[config.mk]
export PLATFORM = sky130hd
export DESIGN_NAME = pulse_detect_ctrl
export DESIGN_NICKNAME = d
export VERILOG_FILES = /design/src/rtl/pulse_detect_ctrl.sv
export SDC_FILE = /design/constraint.sdc
export NUM_CORES = 1
export LEC_CHECK = 0
export ABC_AREA = 1
export BUFFER_PORTS_ARGS = -buffer_cell sky130_fd_sc_hd__buf_2
export CAP_MARGIN = 20
export CORE_ASPECT_RATIO = 1.5
export CORE_MARGIN = 2
export CORE_UTILIZATION = 40
export CTS_BUF_LIST = sky130_fd_sc_hd__clkbuf_4 sky130_fd_sc_hd__clkbuf_8
export CTS_CLUSTER_DIAMETER = 200
export CTS_CLUSTER_SIZE = 40
export DETAILED_ROUTE_END_ITERATION = 10
export GPL_ROUTABILITY_DRIVEN = 1
export PLACE_DENSITY = 0.6
export SLEW_MARGIN = 20
export SYNTH_ARGS = -nofsm -noshare
export SYNTH_HDL_FRONTEND = slang
export SYNTH_SLANG_ARGS = --single-unit
[constraint.sdc]
create_clock -name clk -period 6.95 [get_ports clk]
set_input_delay 1.7375 -clock clk [delete_from_list [all_inputs] [get_ports clk]]
set_output_delay 1.7375 -clock clk [all_outputs]
set_load 0.01 [all_outputs]
[src/rtl/pulse_detect_ctrl.sv]
// Run controller for the serial pattern detector: arms on start, counts
// overlapping pattern hits on data_in and reports the result over valid/ready.
module pulse_detect_ctrl #(
  parameter int PAT_W = 8,
  parameter int CNT_W = 16,
  parameter int HIT_W = 8
) (
  input  logic             clk,
  input  logic             rst,
  input  logic [PAT_W-1:0] cfg_pattern,
  input  logic [3:0]       cfg_len,
  input  logic [CNT_W-1:0] cfg_window,
  input  logic [HIT_W-1:0] cfg_target,
  input  logic             start,
  input  logic             abort,
  input  logic             data_in,
  output logic             busy,
  output logic             done,
  output logic             evt_valid,
  input  logic             evt_ready,
  output logic [HIT_W-1:0] evt_count,
  output logic             evt_timeout
);

  localparam int LEN_W = $clog2(PAT_W + 1);
  localparam logic [LEN_W-1:0] LEN_MAX = LEN_W'(PAT_W);

  typedef enum logic [1:0] {
    IDLE,
    ARM,
    RUN,
    REPORT
  } state_t;

  state_t r_state;
  state_t w_state_n;

  logic [PAT_W-1:0] r_pat;
  logic [LEN_W-1:0] r_len;
  logic [HIT_W-1:0] r_target;
  logic             r_window_en;
  logic [CNT_W-1:0] r_wcnt;
  logic [PAT_W-1:0] r_hist;
  logic [LEN_W-1:0] r_fill;
  logic [HIT_W-1:0] r_hits;
  logic [HIT_W-1:0] r_count;
  logic             r_timeout;
  logic             r_done;

  logic [LEN_W-1:0] w_len_eff;
  logic [HIT_W-1:0] w_target_eff;
  logic [PAT_W-1:0] w_hist_n;
  logic [LEN_W-1:0] w_fill_n;
  logic [PAT_W-1:0] w_mask;
  logic             w_match;
  logic [HIT_W-1:0] w_hits_n;
  logic             w_hit_done;
  logic             w_win_done;
  logic             w_accept;

  // Length 0 behaves as 1 and anything longer than the history is clamped.
  always_comb begin
    if (cfg_len == 4'd0) begin
      w_len_eff = LEN_W'(1);
    end else if (32'(cfg_len) > PAT_W) begin
      w_len_eff = LEN_MAX;
    end else begin
      w_len_eff = LEN_W'(cfg_len);
    end
  end

  assign w_target_eff = (cfg_target == '0) ? HIT_W'(1) : cfg_target;

  assign w_hist_n   = {r_hist[PAT_W-2:0], data_in};
  assign w_fill_n   = (r_fill == LEN_MAX) ? r_fill : r_fill + LEN_W'(1);
  assign w_mask     = {PAT_W{1'b1}} >> (LEN_MAX - r_len);
  assign w_match    = (w_fill_n >= r_len) && (((w_hist_n ^ r_pat) & w_mask) == '0);
  assign w_hits_n   = (w_match && (r_hits != '1)) ? r_hits + HIT_W'(1) : r_hits;
  assign w_hit_done = (w_hits_n >= r_target);
  assign w_win_done = r_window_en && (r_wcnt == CNT_W'(1));

  always_ff @(posedge clk or posedge rst) begin
    if (rst) begin
      r_state <= IDLE;
    end else begin
      r_state <= w_state_n;
    end
  end

  // Abort wins over start and evt_ready; target completion wins over expiry.
  always_comb begin
    w_state_n = r_state;
    w_accept  = 1'b0;
    busy      = (r_state != IDLE);
    evt_valid = (r_state == REPORT);
    case (r_state)
      IDLE: begin
        if (start && !abort) w_state_n = ARM;
      end
      ARM: begin
        w_state_n = abort ? IDLE : RUN;
      end
      RUN: begin
        if (abort) begin
          w_state_n = IDLE;
        end else if (w_hit_done || w_win_done) begin
          w_state_n = REPORT;
        end
      end
      REPORT: begin
        if (abort) begin
          w_state_n = IDLE;
        end else if (evt_ready) begin
          w_state_n = IDLE;
          w_accept  = 1'b1;
        end
      end
      default: w_state_n = IDLE;
    endcase
  end

  always_ff @(posedge clk or posedge rst) begin
    if (rst) begin
      r_pat       <= '0;
      r_len       <= LEN_W'(1);
      r_target    <= HIT_W'(1);
      r_window_en <= 1'b0;
      r_wcnt      <= '0;
      r_hist      <= '0;
      r_fill      <= '0;
      r_hits      <= '0;
      r_count     <= '0;
      r_timeout   <= 1'b0;
      r_done      <= 1'b0;
    end else begin
      r_done <= w_accept;
      case (r_state)
        ARM: begin
          r_pat       <= cfg_pattern;
          r_len       <= w_len_eff;
          r_target    <= w_target_eff;
          r_window_en <= (cfg_window != '0);
          r_wcnt      <= cfg_window;
          r_hist      <= '0;
          r_fill      <= '0;
          r_hits      <= '0;
          r_count     <= '0;
          r_timeout   <= 1'b0;
        end
        RUN: begin
          if (!abort) begin
            r_hist <= w_hist_n;
            r_fill <= w_fill_n;
            r_hits <= w_hits_n;
            if (r_window_en) r_wcnt <= r_wcnt - CNT_W'(1);
            // The result is frozen here so it stays stable under backpressure.
            if (w_hit_done) begin
              r_count   <= w_hits_n;
              r_timeout <= 1'b0;
            end else if (w_win_done) begin
              r_count   <= w_hits_n;
              r_timeout <= 1'b1;
            end
          end
        end
        default: begin
        end
      endcase
    end
  end

  assign done        = r_done;
  assign evt_count   = r_count;
  assign evt_timeout = r_timeout;

endmodule

[After elaboration in Yosys (flattened, before gate mapping)]
Index checks and enable logic that the tools add are counted.
Storage, ports and cells
  register bits: 68
  word-level logic and storage cells: 83
  output and inout port bits: 12
  input port bits: 42
Operators by class
  bitwise logic cells: 2
  reductions and logical operators: 17
  order comparisons: 3
  multiplexer cells: 32
  shifts and indexed selects: 1
  equal/unequal tests: 12
  add/sub/neg operators: 4
Operators by type and width (count)
  2-to-1 mux 8 bit: 6
  2-to-1 mux 16 bit: 2
  one-hot mux 16 bit (2 select lines): 1
  one-hot mux 8 bit (2 select lines): 2
  equality test 16 x 1 -> 1 bit, second input constant: 1
  zero test 8 bit: 2
  2-to-1 mux 4 bit: 4
  nonzero test 16 bit: 1
  subtractor 16 x 1 -> 16 bit, second input constant: 1
  one-hot mux 7 bit (2 select lines): 1
  2-to-1 mux 2 bit: 6
  AND reduction 3 bit: 3
  adder 8 x 1 -> 8 bit, second input constant: 1
  AND 8 bit: 1
  greater-or-equal comparator 8 bit: 1
  inequality test 8 bit, second input constant: 1
  one-hot mux 2 bit (4 select lines): 1
  one-hot mux 4 bit (2 select lines): 1
  >> shifter 8 x 4 -> 8 bit, first input constant: 1
  bitwise XOR 8 bit: 1
  2-to-1 mux 7 bit: 1
  2-to-1 mux 1 bit: 6
  inequality test 2 bit, second input constant: 3
  inequality test 3 bit, second input constant: 2
  other kinds (16): 21

[Depth between registers and ports, before layout]
Gate-level depths: netlist (run 1).
  depth in word-level cells: 12
  depth in mapped cells: 26

[Worst setup path after synthesis (run 1)]
OpenSTA, ideal clock, no wires.
  path type: input -> register
  start: input port data_in
  end: register r_timeout (netlist: evt_timeout)
  path slack: 3.329 ns
  library setup time: 0.121 ns
  buffers on the path: 0
  stages: 19
  data arrival time: 3.500 ns
  path through: xnor2_1 -> nand2_1 -> nor2_1 -> nand2_1 -> nand2_4 -> nand3_1 -> and2_1 -> ha_1 -> inv_1 -> o21bai_1 -> nand2_1 -> nand2_1 -> nand2_1 -> nand4_1 -> nand2_1 -> nand2_2 -> inv_2 -> nand2_1 -> o21ai_1
On the way
  longest elaborated chain between the ends: 10
RTL lines
  start: declaration: line 16  | input logic data_in,
  bitwise XOR 8 bit *: line 77  | assign w_match = (w_fill_n >= r_len) && (((w_hist_n ^ r_pat) & w_mask) == '0);
  AND 8 bit *: line 77
  zero test 8 bit *: line 77
  logical AND 1 bit *: line 77
  logical AND 1 bit *: line 78  | assign w_hits_n = (w_match && (r_hits != '1)) ? r_hits + HIT_W'(1) : r_hits;
  2-to-1 mux 8 bit *: line 78
  greater-or-equal comparator 8 bit *: line 79  | assign w_hit_done = (w_hits_n >= r_target);
  2-to-1 mux 1 bit: line 157  | if (w_hit_done) begin
  2-to-1 mux 1 bit: line 151  | if (!abort) begin
  one-hot mux 1 bit (2 select lines): line 137  | case (r_state)
  end signal: assignment: line 148  | r_timeout <= 1'b0;
  end signal: assignment: line 159  | r_timeout <= 1'b0;
  end signal: assignment: line 162  | r_timeout <= 1'b1;
  end: declaration: line 47  | logic r_timeout;
Every way passes the cells marked *; elsewhere a longest branch is shown, timed or not. The select of a mux whose other input is x is not followed.
A chain may end at the register's enable or synchronous reset.

[Worst setup path in the final report (run 1)]
  start: input port data_in
  end: register r_count[6] (netlist: evt_count[6])
On the way
  longest elaborated chain between the ends: 10
RTL lines
  bitwise XOR 8 bit *: line 77
  AND 8 bit *: line 77
  zero test 8 bit *: line 77
  logical AND 1 bit *: line 77
  logical AND 1 bit *: line 78
  2-to-1 mux 8 bit *: line 78
  greater-or-equal comparator 8 bit or 2-to-1 mux 8 bit (tied branches): line 79, 160
  2-to-1 mux 8 bit: line 157
  2-to-1 mux 8 bit: line 151
  one-hot mux 8 bit (2 select lines): line 137
  end signal: assignment: line 158  | r_count <= w_hits_n;
  end signal: assignment: line 161  | r_count <= w_hits_n;
  end: declaration: line 46  | logic [HIT_W-1:0] r_count;
Marks and branches as above.

==> results of run 1 <==
==> state kept, by name, indices dropped and copies added (netlist names) <==
register	count
r_fill	4
evt_timeout	1
evt_count	8
r_len	4
r_window_en	1
r_target	8
r_wcnt	16
done	1
r_pat	8
r_hist	7
r_hits	8
r_state	2
==> power groups by stage <==
stage               Sequential, mW  Combinational [mW]  Clock (mW)
global route                 0.727                1.53       0.438
detailed placement           0.708                1.35           0
global placement             0.706                1.33           0
floorplan                    0.687                1.03           0
finish                       0.702                1.34       0.407
CTS                          0.702                1.35       0.416
==> layout by cell type, fill, tap and decap left out, types with 2 or more instances in the layout <==
cell type / instances
nand4_1: 24
o22ai_1: 12
nor3_1: 5
xnor2_1: 3
nand3_1: 29
o21ai_0: 27
o21bai_1: 3
clkinv_4: 2
xor2_1: 15
o21ai_1: 12
ha_1: 20
buf_2: 53
inv_2: 7
dfstp_2: 2
dfrtp_1: 66
nor4_1: 5
nand2_4: 2
nand2_2: 3
nor2_1: 33
inv_1: 78
o211ai_1: 4
a21oi_1: 19
and2_1: 2
nor2_4: 2
bufinv_16: 3
o22ai_2: 4
clkbuf_8: 9
nand2_1: 138
==> per-layer routing <==
| layer | global-route usage | vias to the layer above |
|---|---|---|
| met5 | 0 | - |
| met1 | 0.211 | 1684 |
| met3 | 0.0354 | 28 |
| met2 | 0.357 | 74 |
| li1 | - | 1855 |
| met4 | 0.0910 | 0 |
==> cell type report <==
type,instances,area share
clock buffers,9,0.0263
well taps,117,0.0311
clock inverters,7,0.0263
repair buffers,54,0.0579
flip-flops and latches,68,0.362
inverters,87,0.0696
multi-input cells,369,0.427
==> cell families after synthesis <==
family                   share of synthesized area
buffers and inverters                       0.0973
AO/OA/AOI/OAI                                0.128
XOR/XNOR                                    0.0383
AND/OR/NAND/NOR                              0.262
adder cells (fa/ha/maj)                     0.0608
flip-flops                                   0.414
==> worst paths after layout <==
path	from	end	slack (ns)	cells past startpoint
max	data_in	evt_count[6]	3.14	19
min	evt_count[4]	evt_count[4]	0.48	2
max reg2reg	r_fill[0]	evt_count[6]	3.51	23
min reg2reg	evt_count[4]	evt_count[4]	0.48	2
max in group asynchronous	rst	r_hits[3]	4.74	3
min in group asynchronous	rst	r_target[4]	1.64	3
==> critical path: cells and delay by family <==
family	cells	cell delay [ns]
buffers and inverters	3	0.28
XOR/XNOR	1	0.14
AND/OR/NAND/NOR	14	1.61
adder cells (fa/ha/maj)	1	0.28
==> flow_summary.ini, run 1 <==
[placement]
dpl.hpwl_um = 7510
pre_cts_slack_ns = 2.80
numPortBuffers = 53
dp.cells = 695
post_dp_cell_area_mm2 = 0.00446
place_congestion = 0.897

[die]
fp.dieH_um = 128
ios = 54
start_util = 0.408
core_mm2 = 0.0101
rows = 45
dieArea_mm2 = 0.0111
die-width_um = 86.8

[layout]
regArea_mm2 = 0.00170
final_cell_area_mm2 = 0.00471
diodes = 0
fillers = 1000
syn2layout_area_growth_pct = 14.4
finalNonFillerCells = 711
drive_gt1_frac = 0.157
multi_input_area_mm2 = 0.00201
final_nets = 651
final_util = 0.467

[routing]
wl_per_cell_um = 14.5
routed-wl-met3_um = 316
first_pass_iters = 4
wl_um = 10300
antenna_left = 0
top_layer = met4
viasPerCell = 5.12
met1Wirelength_um = 4180
wl_met2_um = 5460
remaining_drc_errors = 0
drt-initial-drc-count = 279
vias = 3641

[synth]
yosysWarnings = 0
postSynthAreaPerCell_um2 = 7.65
synth_area_mm2 = 0.00411
async_reset_ff_frac = 1.00
ys_top_cells_by_count = 138 x nand2_1, 79 x inv_1, 66 x dfrtp_1, 33 x nor2_1, 29 x nand3_1
syn_inst = 538
synth_cell_types = 38
synth_edf_count = 0
synth_top_flop_cell = dfrtp_1
synth_top_area_frac = 0.401
synth_seq_cells = 68
yosysMostFrequentCell = nand2_1
synth.area.top_cells = dfrtp_1 40%, nand2_1 13%, inv_1 7.2%, ha_1 6.1%, nand4_1 3.6%
ys_seq_area_frac = 0.414
synth_fp_nets = 600
synth_area_leader_cell = dfrtp_1

[power]
power_frac_clock = 0.166
powerDensity_mw_per_mm2 = 520
total_power_mw = 2.45
combPwrFrac = 0.547
ir_drop_v = 0.000275
switchingPower_mw = 1.19
power.leakage_nw = 2.48
p_int_mw = 1.26
seqPwrFrac = 0.287
swShare = 0.485

[cts]
clk_latency_ns = 0.36
cts_setup_buffers = 0
clk_pin_slew_ns = 0.08
cts-buffers-inserted = 9
htreeDepth = 3
cts_tree = done
cts.sinks = 68
cts_resized = 0
cts_buffer_depth = 2
hold_buffers = 0
root_buffer = clkbuf_8

[grt]
grt_max_degree = 69
grt_pass1_vias = 3770
grt_usage = 0.195
antenna_found_initial = 0
grt-ovfl-total = 0
grt_pass1_wl_um = 17100

[timing]
tightest_slew_ns = 0.952
finalHoldViolCount = 0
final.min_clock_period_ns = 3.81
max_slew_margin = 0.364
fin_hold_ws_ns = 0.482
fin_setup_tns_ns = 0
post-route-period-util = 0.549
drv_slew = 0
skew_ns = 0.0124
setup_viol = 0
setup_slack_ns = 3.14
fmax_mhz = 262
rsz0062_at_grt = false

[flow_run]
cap_violations = 0

[critical_path]
crit_chain = buf_2, xnor2_1, nand2_1, nor2_1, nand2_1, nand2_4, nand3_1, nand2_1, inv_1, ha_1, nand2_1, nor2_1, nand4_1, nand4_1, nand2_1, nand2_2, inv_2, nand2_1, nand2_1
slowest_stage = ha_1
crit_path_frequent_cell = nand2_1
critPathCaptureType = flip-flop
cpPeakStageDelay_ns = 0.28
crit_fanout = 10
cp-start-kind = input pin
worstPathArrival_ns = 4.05
cp.required_ns = 7.19
path_class = input pin to flip-flop

[outcome]
status = finished, final reports clean

[worst_hold_path]
worstHoldPathType = flip-flop to flip-flop
(Power assumes the default switching activity.)
==> run 2, diff against run 1 <==
Settings changed: PLACE_DENSITY 0.6 to 0.62.
Clock period 6.95 ns to 3.16 ns, I/O delays scaled along.
==> run 2 against run 1 <==
- the flow now finishes with violations (negative setup slack)
- clock power is 88% higher
- core utilization is 7.5 points higher
- count of clock-buffer cells in the layout is 2 higher
- total power grew to 2.8 times the previous value
- critical path depth is 4 higher
- worst hold slack better by 0.0037 ns
- worst setup slack worse by 3.3 ns
- die area stayed put
- register-to-register slack worse by 3.7 ns
- first-iteration DRC count is 8.6% lower
- combinational power grew to 3.4 times the previous value
- critical path type is now flip-flop to flip-flop
==> flow_summary.ini, run 2 (synthesized netlist as in run 1, its figures left out) <==
[cts]
clk_latency_ns = 0.37
cts_buffer_depth = 2
clk_pin_slew_ns = 0.07
cts.sinks = 68
hold_buffers = 0
htreeDepth = 3
cts_tree = done
root_buffer = clkbuf_8
cts-buffers-inserted = 9

[timing]
drv_slew = 0
fmax_mhz = 298
skew_ns = 0.00871
max_slew_margin = 0.515
finalHoldViolCount = 0
fin_hold_ws_ns = 0.486
tightest_slew_ns = 0.726
setup_viol = 11
fin_setup_tns_ns = -1.50
rsz0062_at_grt = true
final.min_clock_period_ns = 3.35
post-route-period-util = 1.06
setup_slack_ns = -0.193

[layout]
largest_reg_flops = 16
diodes = 0
final_cell_mix = 122 x nand2_1, 71 x inv_1, 66 x dfrtp_1
finalNonFillerCells = 772
syn2layout_area_growth_pct = 32.8
final_nets = 712
drive_gt1_frac = 0.311
final_common_cell = nand2_1
final_util = 0.542
regMostFlops = r_wcnt

[placement]
numPortBuffers = 53
dpl.hpwl_um = 7840
dp.cells = 709
place_congestion = 0.918

[die]
ios = 54
fp.dieH_um = 128
core_mm2 = 0.0101
rows = 45
die-width_um = 86.8
start_util = 0.408
dieArea_mm2 = 0.0111

[grt]
antenna_found_initial = 0
grt_usage = 0.231
grt_pass1_wl_um = 19800
grt-ovfl-total = 0
grt_max_degree = 43
grt_pass1_vias = 4195

[routing]
met1Wirelength_um = 4540
wl_met2_um = 6630
remaining_drc_errors = 0
first_pass_iters = 4
antenna_left = 0
wl_per_cell_um = 15.6
routed-wl-met3_um = 378
viasPerCell = 5.27
drt-initial-drc-count = 255
vias = 4068
wl_um = 12100
top_layer = met4

[power]
power_frac_clock = 0.111
power.leakage_nw = 2.75
powerDensity_mw_per_mm2 = 1260
swShare = 0.472
p_int_mw = 3.64
switchingPower_mw = 3.26
seqPwrFrac = 0.225
ir_drop_v = 0.000612
combPwrFrac = 0.664
total_power_mw = 6.90

[outcome]
violations = negative setup slack
status = finished with violations

[critical_path]
cpPeakStageDelay_ns = 0.43
path_depth = 23
worstPathArrival_ns = 3.65
slowest_stage = dfrtp_1
rr_startpoint = r_fill[0]
path_class = flip-flop to flip-flop
cp.required_ns = 3.46
crit_start = r_fill[0]
r2r_end = evt_count[4]
crit_fanout = 5
cp-start-kind = flip-flop
crit_buf_inv = 4
reg2reg_slack_ns = -0.19
critPathCaptureType = flip-flop
crit_chain = inv_2, ha_4, nand3_4, xor2_4, ha_4, nand4_1, nand3_1, nand2_2, clkinv_4, buf_6, nand3_2, and2_4, ha_4, inv_2, o21bai_1, nand2_1, nand2_1, nand2_2, nand4_1, nand2_2, nand2_4, nand4_1, nand2_1
cp_top_family = simple AND/OR/NAND/NOR gates
reg2reg_depth = 23

[worst_hold_path]
whs_endpoint = evt_count[2]
hp-start = evt_count[2]
worstHoldPathCells = 2
worstHoldPathType = flip-flop to flip-flop

[flow_run]
cap_violations = 0
-- run 2: power by group through the flow --
| stage | combinational (mW) | sequential, mW | clock (mW) |
|---|---|---|---|
| floorplan | 2.26 | 1.51 | 0 |
| global placement | 3.08 | 1.55 | 0 |
| detailed placement | 3.16 | 1.55 | 0 |
| CTS | 4.03 | 1.54 | 0.784 |
| global route | 5.05 | 1.60 | 0.815 |
| finish | 4.58 | 1.55 | 0.765 |
-- run 2: worst max path at each step --
stage / endpoint
global placement: evt_count[2]
floorplan: evt_timeout
finish: evt_count[4]
CTS: evt_count[4]
detailed placement: evt_count[4]
global route: evt_count[4]
-- run 2: timing repair --
action,in CTS,in global routing
hold endpoints to repair,0,0
cloned,3,0
pin swaps,32,30
setup endpoints to repair,11,13
setup buffers,42,9
gates resized for setup,36,32
-- run 2: metal layers --
metal | up-vias | track usage
met1 | 1959 | 0.248
met5 | - | 0
met2 | 96 | 0.422
met4 | 0 | 0.125
li1 | 1978 | -
met3 | 35 | 0.0354
-- run 2: area by class of cell --
type	count	area, µm²
Timing Repair inverter	1	7.51
Tap cell	117	146
Fill cell	910	4610
Clock inverter	5	58.8
Timing Repair Buffer	112	752
Sequential cell	68	1700
Inverter	87	335
Clock buffer	11	151
Multi-Input combinational cell	371	2310
-- run 2: worst min-delay path, cell delays in order (launching register included) --
cell	delay [ns]
dfrtp_1	0.35
nand2_1	0.05
nand2_1	0.05
-- run 2: per-stage QoR --
| stage | instance area (µm²) | worst slack, ns |
|---|---|---|
| detailed placement | 4580 | -0.152 |
| CTS | 5320 | -0.0458 |
| global placement | 4580 | -0.00308 |
| finish | 5470 | -0.193 |
| floorplan | 4110 | 0.247 |
| global route | 5470 | -0.359 |
